==> config.mk <==
export PLATFORM = sky130hd
export DESIGN_NAME = comp_seq_n
export DESIGN_NICKNAME = d
export VERILOG_FILES = /design/src/rtl/comp_pkg.sv /design/src/rtl/comp_slice.sv /design/src/rtl/comp_seq_n.sv
export SDC_FILE = /design/constraint.sdc
export NUM_CORES = 1
export LEC_CHECK = 0
export CORE_ASPECT_RATIO = 1.4
export CORE_MARGIN = 8
export CORE_UTILIZATION = 49
export DETAILED_ROUTE_END_ITERATION = 10
export HOLD_SLACK_MARGIN = 0.06
export PLACE_DENSITY_LB_ADDON = 0.1
export SLEW_MARGIN = 15
export SYNTH_ARGS = -nofsm -noshare
export SYNTH_HDL_FRONTEND = slang
export SYNTH_SLANG_ARGS = --single-unit
export TNS_END_PERCENT = 1
==> constraint.sdc <==
create_clock -name Clk -period 2.3 [get_ports Clk]
set_input_delay 0.575 -clock Clk [delete_from_list [all_inputs] [get_ports Clk]]
set_output_delay 0.575 -clock Clk [all_outputs]
set_load 0.1 [all_outputs]
==> src/rtl/comp_pkg.sv <==
// Shared types and helpers for the sequential magnitude comparator.
package comp_pkg;

    typedef enum logic [1:0] {
        IDLE,
        RUN,
        DONE
    } comp_state_e;

    // Result vector is ordered {Less, Equal, Greater}
    localparam logic [2:0] RES_NONE    = 3'b000;
    localparam logic [2:0] RES_LESS    = 3'b100;
    localparam logic [2:0] RES_EQUAL   = 3'b010;
    localparam logic [2:0] RES_GREATER = 3'b001;

    function automatic int su_width(input int nslice);
        return $clog2(nslice + 1);
    endfunction

    function automatic int idx_width(input int nslice);
        return (nslice > 1) ? $clog2(nslice) : 1;
    endfunction

endpackage

==> src/rtl/comp_slice.sv <==
// One DIGIT-bit comparator slice with chained equality input.
module comp_slice #(
    parameter int DIGIT = 2
) (
    input  logic             Equ_In,
    input  logic [DIGIT-1:0] A_s,
    input  logic [DIGIT-1:0] B_s,
    output logic             Less_S,
    output logic             Equal_S
);

    assign Less_S  = Equ_In && (A_s < B_s);
    assign Equal_S = Equ_In && (A_s == B_s);

endmodule

==> src/rtl/comp_seq_n.sv <==
// Sequential MSB-first magnitude comparator, DIGIT bits per cycle, early exit.
// Optional two's-complement mode when COMP_SIGNED_EN is defined.
module comp_seq_n
    import comp_pkg::*;
#(
    parameter int WIDTH = 8,
    parameter int DIGIT = 2
) (
    input  logic                                 Clk,
    input  logic                                 Reset_n,
    input  logic                                 In_Valid,
    output logic                                 In_Ready,
    input  logic [WIDTH-1:0]                     A,
    input  logic [WIDTH-1:0]                     B,
`ifdef COMP_SIGNED_EN
    input  logic                                 Signed_Mode,
`endif
    output logic                                 Out_Valid,
    input  logic                                 Out_Ready,
    output logic                                 Less,
    output logic                                 Equal,
    output logic                                 Greater,
    output logic [su_width(WIDTH/DIGIT)-1:0]     Slices_Used
);

    localparam int NSLICE = WIDTH / DIGIT;
    localparam int SUW    = su_width(NSLICE);
    localparam int IDXW   = idx_width(NSLICE);

    comp_state_e      state, state_n;
    logic [WIDTH-1:0] a_r, b_r;
    logic [IDXW-1:0]  idx;
    logic [SUW-1:0]   used;
    logic [2:0]       res;
    logic [WIDTH-1:0] flip;
    logic [DIGIT-1:0] a_s, b_s;
    logic             lt_s, eq_s;

    // Flipping the sign bit of both operands maps two's complement onto unsigned order
    always_comb begin
        flip = '0;
`ifdef COMP_SIGNED_EN
        flip[WIDTH-1] = Signed_Mode;
`endif
    end

    always_comb begin
        a_s = '0;
        b_s = '0;
        for (int unsigned i = 0; i < NSLICE; i++) begin
            if (idx == IDXW'(i)) begin
                a_s = a_r[i*DIGIT +: DIGIT];
                b_s = b_r[i*DIGIT +: DIGIT];
            end
        end
    end

    comp_slice #(
        .DIGIT(DIGIT)
    ) u_slice (
        .Equ_In  (1'b1),
        .A_s     (a_s),
        .B_s     (b_s),
        .Less_S  (lt_s),
        .Equal_S (eq_s)
    );

    always_ff @(posedge Clk or negedge Reset_n) begin
        if (!Reset_n) begin
            state <= IDLE;
        end else begin
            state <= state_n;
        end
    end

    always_comb begin
        state_n   = state;
        In_Ready  = 1'b0;
        Out_Valid = 1'b0;
        case (state)
            IDLE: begin
                In_Ready = 1'b1;
                if (In_Valid) state_n = RUN;
            end
            RUN: begin
                if (!eq_s || idx == '0) state_n = DONE;
            end
            DONE: begin
                Out_Valid = 1'b1;
                if (Out_Ready) state_n = IDLE;
            end
            default: state_n = IDLE;
        endcase
    end

    always_ff @(posedge Clk or negedge Reset_n) begin
        if (!Reset_n) begin
            a_r  <= '0;
            b_r  <= '0;
            idx  <= '0;
            used <= '0;
            res  <= RES_NONE;
        end else begin
            case (state)
                IDLE: begin
                    if (In_Valid) begin
                        a_r  <= A ^ flip;
                        b_r  <= B ^ flip;
                        idx  <= IDXW'(NSLICE - 1);
                        used <= '0;
                    end
                end
                RUN: begin
                    used <= used + SUW'(1);
                    if (lt_s) begin
                        res <= RES_LESS;
                    end else if (!eq_s) begin
                        res <= RES_GREATER;
                    end else if (idx == '0) begin
                        res <= RES_EQUAL;
                    end else begin
                        idx <= idx - IDXW'(1);
                    end
                end
                default: ;
            endcase
        end
    end

    assign Less        = res[2];
    assign Equal       = res[1];
    assign Greater     = res[0];
    assign Slices_Used = used;

endmodule

# [After elaboration in Yosys (flattened, before gate mapping)]
# Cells that the tools add are included.
# W data, S select, Z words.
[word_totals] register_bits=26 input_bits=20 out_inout_bits=8 wordCells=56
[classes] n_addsub=2 order_cmp=1 eq_ne=13 n_mux=24 n_reduce_logical=10
[op_table] operator="$mux W2" count=15
[op_table] operator="$mux W3" count=4
[op_table] operator="$ne A2 B2 Y1 const B" count=6
[op_table] operator="$eq A2 B2 Y1 const B" count=3
[op_table] operator="$pmux W2 S3" count=1
[op_table] operator="$pmux W3 S2" count=1
[op_table] operator="$reduce_and A2 Y1" count=3
[op_table] operator="$reduce_and A5 Y1" count=1
[op_table] operator="$eq A2 B1 Y1 const B" count=2
[op_table] operator="$logic_not A2 Y1" count=2
[op_table] operator="$pmux W2 S2" count=1
[op_table] operator="$add A3 B1 Y3 const B" count=1
[op_table] operator="$ne A3 B2 Y1 const B" count=1
[op_table] operator="$reduce_and A3 Y1" count=1
[op_table] operator="$eq A2 B2 Y1" count=1
[op_table] operator="$lt A2 B2 Y1" count=1
[op_table] operator="$mux W1" count=2
[op_table] operator="$reduce_bool A2 Y1" count=1
[op_table] operator="$sub A2 B1 Y2 const B" count=1
[op_table] operator="$logic_not A1 Y1" count=1
[op_table] operator="$logic_or A1 B1 Y1" count=1

# [Longest topological paths before layout]
# Gate-level depths: netlist (run 1).
[depth] word_depth=10 depth_mapped=10 depth_no_buf=9

# [Modules after synthesis]
# From an unflattened synthesis (run 1), not the netlist that was laid out.
[unflattened] cells_unflattened=112 area_unflattened_um2=1332.5
[by_module_without_submodules] mod="comp_seq_n" instances=1 cells_per_inst=105 area_each_um2=1266.2 seq_area_each_um2=650.6
[by_module_without_submodules] mod="comp_slice" instances=1 cells_per_inst=7 area_each_um2=66.3 seq_area_each_um2=0.0

# [Worst setup path after synthesis (run 1)]
# OpenSTA, ideal clock, no wires.
[synth_path] path_kind="register to output" from="register state[0]" to="output In_Ready" arrival_time_ps=1694 required_time_ps=1725 setup_slack_ps=31 path_stages_with_launch=2 path_buffers=0 path_cell_list="dfrtp_1 nor2_1"
[synth_between] elab_chain_cells=2
[synth_lines] item="start: declaration" line="comp_seq_n.sv:30" text="comp_state_e state, state_n;"
[synth_lines] item="start signal: assignment" line="comp_seq_n.sv:72" text="state <= state_n;"
[synth_lines] item="$logic_not A2 Y1" line="comp_seq_n.sv:80" text="case (state)"
[synth_lines] item="$mux W1" line="comp_seq_n.sv:80"
[synth_lines] item="end: declaration" line="comp_seq_n.sv:12" text="output logic In_Ready,"
# No other way between the ends.

# [Worst setup path in the final report (run 1)]
[layout_path] from="register idx[0]" to="register idx[0]"
[layout_between] elab_chain_cells=8 elab_cells_between_ends=23 cone_classes="1 x add/sub; 1 x order compare; 7 x eq/ne; 12 x mux; 2 x reduce/logical"
[layout_lines] item="start: declaration" line="comp_seq_n.sv:32" text="logic [IDXW-1:0] idx;"
[layout_lines] item="start signal: assignment" line="comp_seq_n.sv:109" text="idx <= IDXW'(NSLICE - 1);"
[layout_lines] item="start signal: assignment" line="comp_seq_n.sv:122" text="idx <= idx - IDXW'(1);"
[layout_lines] item="$logic_not A2 Y1" line="comp_seq_n.sv:51, comp_seq_n.sv:119"
[layout_lines] item="$mux W2 (4 in series)" line="comp_seq_n.sv:51" text="if (idx == IDXW'(i)) begin"
[layout_lines] item="$lt A2 B2 Y1 or $eq A2 B2 Y1 (tied branches)" line="comp_slice.sv:12, comp_slice.sv:13"
[layout_lines] item="$ne A2 B2 Y1 (no line)"
[layout_lines] item="$reduce_and A5 Y1 (no line)"
# Parallel ways exist; a longest one is shown, timed or not. The select of a mux whose other input is x is not followed.
# A chain may end at the register's enable or synchronous reset.

==> results of run 1 <==
area by class of cell:
cell class / count / area share [%]
Clock buffer: 4 / 2.105
Timing Repair Buffer: 33 / 18.58
Tap cell: 36 / 2.612
Inverter: 7 / 1.524
Sequential cell: 26 / 37.81
Multi-Input combinational cell: 75 / 37.37
metal layers:
metal	vias up	GRT usage [%]	part of all wire (%)
met1	457	12.30	40
met3	5	2.504	4.0
met4	0	4.808	1.6
li1	461	-	-
met5	-	0	0
met2	17	19.74	54
flip-flops by register name (all words and copies together), names as in the netlist:
name and flops:
Slices_Used 3, a_r 8, b_r 8, idx 2
res 3, state 2
cell usage in the layout, fill, tap and decap left out, drive strengths merged:
master and n:
o211ai 1, inv 7, a22oi 2, a221o 2, o21bai 1, a21oi 8
o31ai 1, clkbuf 4, nor2b 5, ha 7, nor3b 2, buf 14
clkdlybuf4s50 19, nand2b 2, dfrtp 26, mux2i 3, nand3b 2, nand2 10
o21ai 8, nor2 3, a22o 2, nor3 1, a221oi 1, a21o 1
mux2 13
how the worst max path moves through the flow:
stage | slack (ns) | to | cells after the start
CTS | 0.04 | idx[1] | 9
floorplan | 0.03 | In_Ready | 1
finish | 0.06 | idx[0] | 9
global route | -0.03 | idx[0] | 9
detailed placement | 0.03 | idx[0] | 9
global placement | 0.12 | idx[1] | 9
kinds of logic after synthesis:
group	share of synthesized area, %
adders and majority gates	6.802
and+or+nand+nor	11.18
buffers and inverters	4.470
AOI/OAI and AO/OA	13.32
muxes	13.70
DFF	50.53
repair_timing:
| item | CTS | global route |
|---|---|---|
| resized for setup | 0 | 13 |
| pin swaps | 1 | 6 |
| setup buffers | 0 | 3 |
| setup endpoints to repair | 2 | 3 |
per-stage QoR:
| step | cells | power [mW] | setup WS, ns | util, % | hold WS [ns] |
|---|---|---|---|---|---|
| after floorplan | 113 | 1.937 | 0.03082 | - | 0.2794 |
| after global placement | 174 | 2.260 | 0.1154 | 62.46 | 0.4873 |
| after detailed placement | 174 | 2.301 | 0.03131 | 62.46 | 0.4934 |
| after CTS | 178 | 2.528 | 0.03594 | 63.88 | 0.5245 |
| after global routing | 181 | 2.870 | -0.02636 | 67.35 | 0.5466 |
| final | 181 | 2.712 | 0.06186 | 67.35 | 0.5294 |
report_power, final:
group / switching, mW / internal (mW) / total (mW) / leakage [nW]
combinational: 0.982 / 0.674 / 1.66 / 0.428
clock: 0.134 / 0.0969 / 0.230 / 0.0210
sequential: 0.155 / 0.671 / 0.825 / 0.309
total: 1.27 / 1.44 / 2.71 / 0.757
==> flow_summary.toml, run 1 <==
[yosys]
synth_area_per_cell_um2 = 11.39
synth_warnings = 0
synth_edf_count = 0
synth_common_cells = "dfrtp_1, mux2_2, nand2_1"
synthDistinctLibCells = 28
synthCells = 113
synth.top_cell.area_share_pct = 50.53
async_flop_share_pct = 100.0
synth_seq_cells = 26
yosys.area.top_type = "dfrtp_1"
synth.most_common_cell = "dfrtp_1"
netlist_area_um2 = 1287
synth_fp_nets = 140
postSynth.topFlopCell = "dfrtp_1"
ys_seq_area_share_pct = 50.53
synth_area_leaders = "dfrtp_1, mux2_2, ha_1, a21oi_1, o21ai_0"

[global_route]
grt_util_all_layers_pct = 11.27
grt_max_degree = 27
grt_pass1_wl_um = 4181
grt_pass1_vias = 985
grt-ovfl-total = 0
antenna_found_initial = 0

[cells_and_area]
seqCellArea_um2 = 651.9
stdcell_area_um2 = 1724
n_fill_cell = 215
multi_input_area_um2 = 644.4
drive_gt1_share_pct = 28.97
syn_to_final_growth_pct = 33.92
antenna_cells = 0
nets = 173

[timing]
maxClockFrequency_mhz = 446.8
tns_ns = 0
final-setup-viol-count = 0
post-route-min-period_ns = 2.238
slew_headroom_pct = 73.59
min_period_over_period_pct = 97.31
worst_slew_pin_slew_ns = 0.3961
finalHoldViolCount = 0
fin_skew_ns = 0.003537
maxSlewViolCount = 0

[route]
drc = 0
drt-total-wl_um = 2576
dr.pass1.iters = 4
via_per_inst = 5.193
vias = 940
wl_per_cell_um = 14.23
ant_nets = 0
drt-initial-drc-count = 13

[setup_path]
critPathLaunch = "idx[0]"
cpLargestDelayFamily = "simple AND/OR/NAND/NOR gates"
startpoint_type = "flip-flop"
end_kind = "flip-flop"
slowest_delay_ns = 0.46
setup.worst_path.class = "reg -> reg"
critPathArrivalTime_ns = 2.49
cp_num_buf_inv = 1
r2r-end = "idx[0]"
r2r_slack_ns = 0.06
critPathMaxFanout = 5
slowest_stage = "dfrtp_2"
rr_startpoint = "idx[0]"
crit_chain = "inv_2 > ha_2 > nor2b_4 > a221o_1 > a22oi_1 > ha_1 > nand3b_1 > nor3_4 > mux2i_1"
worst_r2r_path_depth = 9
cp.required_ns = 2.55

[clock_network]
clock-sinks = 26
cts_tree = "yes"
cts_buffers = 3
htreeDepth = 1
postCtsHoldBufs = 0
clock_tree.root_cell = "clkbuf_4"
path_clk_slew_ns = 0.14
cts.path.max_buffers = 2
clk_latency_ns = 0.32

[hold_path]
hold_path_class = "reg -> reg"
worstHoldEndpoint = "Slices_Used[2]"
hold_path_startpoint = "Slices_Used[2]"
holdPathStages = 1

[floorplan]
die_h_um = 76.65
fp.coreArea_um2 = 2560
die-area_um2 = 4547
die_x_um = 59.32
row_count = 22
initial_core_util_pct = 50.29
pin_count = 28

[placement]
hpwl_um = 1941
io_buffers = 27
routabilityCongestion = 0.8028
placed_area_um2 = 1599

[pwr]
irDropWorstVdd_v = 0.0008252
leakage_nw = 0.7574
power.density_nw_per_um2 = 1573

[run_status]
status = "complete, no violations"

[job]
drv_cap = 0
No activity file was read; power rests on OpenSTA's default activity.
==> inputs of run 2 (changes only) <==
--- a/config.mk
+++ b/config.mk
@@ -7,9 +7,9 @@
 export LEC_CHECK = 0
 export CORE_ASPECT_RATIO = 1.4
 export CORE_MARGIN = 8
-export CORE_UTILIZATION = 49
+export CORE_UTILIZATION = 40
 export DETAILED_ROUTE_END_ITERATION = 10
-export HOLD_SLACK_MARGIN = 0.06
+export HOLD_SLACK_MARGIN = 0.03
 export PLACE_DENSITY_LB_ADDON = 0.1
 export SLEW_MARGIN = 15
 export SYNTH_ARGS = -nofsm -noshare
==> flow_summary.toml, run 2 (synthesis gave the netlist of run 1 again) <==
[global_route]
grt_max_degree = 27
grt_pass1_wl_um = 4968
antenna_found_initial = 0
grt-ovfl-total = 0
grt_util_all_layers_pct = 11.41
grtUsageMet3_pct = 2.151
globalRouteMet1Util_pct = 12.41
grt_use_met2_pct = 20.53
grt.busiest_layer = "met2"
grt_pass1_vias = 1076

[floorplan]
die_h_um = 83.13
initial_core_util_pct = 41.63
pin_count = 28
fp.coreArea_um2 = 3093
die-area_um2 = 5316
die_x_um = 63.95
row_count = 24

[route]
ant_nets = 0
drc = 0
wl_per_cell_um = 15.29
via_per_inst = 5.148
drt-initial-drc-count = 50
dr.pass1.iters = 3
drt-total-wl_um = 2889
vias = 973

[clock_network]
htreeDepth = 1
clock-sinks = 26
clk_latency_ns = 0.27
clock_tree.root_cell = "clkbuf_8"
cts_buffers = 3
cts_tree = "yes"
cts.path.max_buffers = 2
path_clk_slew_ns = 0.08

[setup_path]
cp.required_ns = 2.50
critPathMaxFanout = 8
crit_chain = "buf_4 > buf_4 > ha_2 > a21oi_1 > a22oi_2 > ha_1 > nand3b_1 > nor3_4 > mux2i_1"
worst_path_most_repeated_cell = "buf_4"
cp_num_buf_inv = 2
slowest_stage = "dfrtp_1"
startpoint_type = "flip-flop"
critPathArrivalTime_ns = 2.40
end_kind = "flip-flop"
slowest_delay_ns = 0.41
cpLargestDelayFamily = "adder cells"
setup.worst_path.class = "reg -> reg"

[timing]
min_period_over_period_pct = 95.94
slew_headroom_pct = 71.30
post-route-min-period_ns = 2.207
fin_skew_ns = 0.005162
worst_slew_pin_slew_ns = 0.4296
maxClockFrequency_mhz = 453.2
tns_ns = 0
final-setup-viol-count = 0
finalHoldViolCount = 0
maxSlewViolCount = 0
hold_slack_ns = 0.5121

[run_status]
status = "complete, no violations"

[placement]
io_buffers = 27
routabilityCongestion = 0.7867
hpwl_um = 2106

[cells_and_area]
layout_common_cells = "dfrtp_1, clkdlybuf4s50_1, buf_4"
reg_top3 = "a_r (8), b_r (8)"
syn_to_final_growth_pct = 35.86
layout_commonest_cell = "dfrtp_1"
antenna_cells = 0
nets = 179
drive_gt1_share_pct = 30.67

[job]
drv_cap = 0

[pwr]
power.density_nw_per_um2 = 1616
leakage_nw = 0.7858
irDropWorstVdd_v = 0.0008619

[hold_path]
hold_path_class = "reg -> reg"
[run 2: path summary, 6_finish.rpt]
path	from	end	slack [ns]	cells past startpoint
min reg2reg	Slices_Used[2]	Slices_Used[2]	0.51	1
min	Slices_Used[2]	Slices_Used[2]	0.51	1
max reg2reg	idx[0]	idx[0]	0.09	9
max in group asynchronous	Reset_n	state[0]	1.38	2
min in group asynchronous	Reset_n	b_r[1]	0.67	2
max	idx[0]	idx[0]	0.09	9
[run 2: repair_timing]
item | 4_1_cts | 5_1_grt
hold buffers | 0 | 0
setup buffers | 1 | 7
endpoints found under the setup margin | 2 | 4
pin swaps | 1 | 5
resized for setup | 1 | 11
[run 2: final cells by class]
cell class	instances	area (um^2)
Clock buffer	3	41.29
Sequential cell	26	650.6
Multi-Input combinational cell	75	629.4
Inverter	7	26.28
Tap cell	39	48.80
Timing Repair Buffer	39	352.8
Fill cell	279	1344
[run 2: metal layers]
layer  vias up  routed length, um
li1        468                  -
met1       478               1176
met2        20               1557
met3         7                 88
met4         0                 68
met5         -                  0
[run 2: power by group]
group	total (mW)	switching, mW	internal (mW)
clock	0.256	0.138	0.118
combinational	1.75	1.03	0.729
sequential	0.817	0.145	0.671
[run 2: metrics by stage]
step / util, % / cells / worst slack, ns / power [mW] / cell area, um^2
after floorplan: - / 113 / 0.03082 / 1.937 / 1287
after global placement: 51.66 / 178 / 0.09393 / 2.266 / 1598
after detailed placement: 51.66 / 178 / -0.04900 / 2.287 / 1598
after CTS: 53.44 / 182 / 0.02154 / 2.571 / 1653
after global routing: 56.55 / 189 / -0.05954 / 3.059 / 1749
final: 56.55 / 189 / 0.09339 / 2.826 / 1749
[run 2: worst reg2reg max path: stages (launching register included)]
cell and delay [ns]:
dfrtp_1 0.41, buf_4 0.14, buf_4 0.13, ha_2 0.23, a21oi_1 0.17, a22oi_2 0.08
ha_1 0.30, nand3b_1 0.19, nor3_4 0.27, mux2i_1 0.20
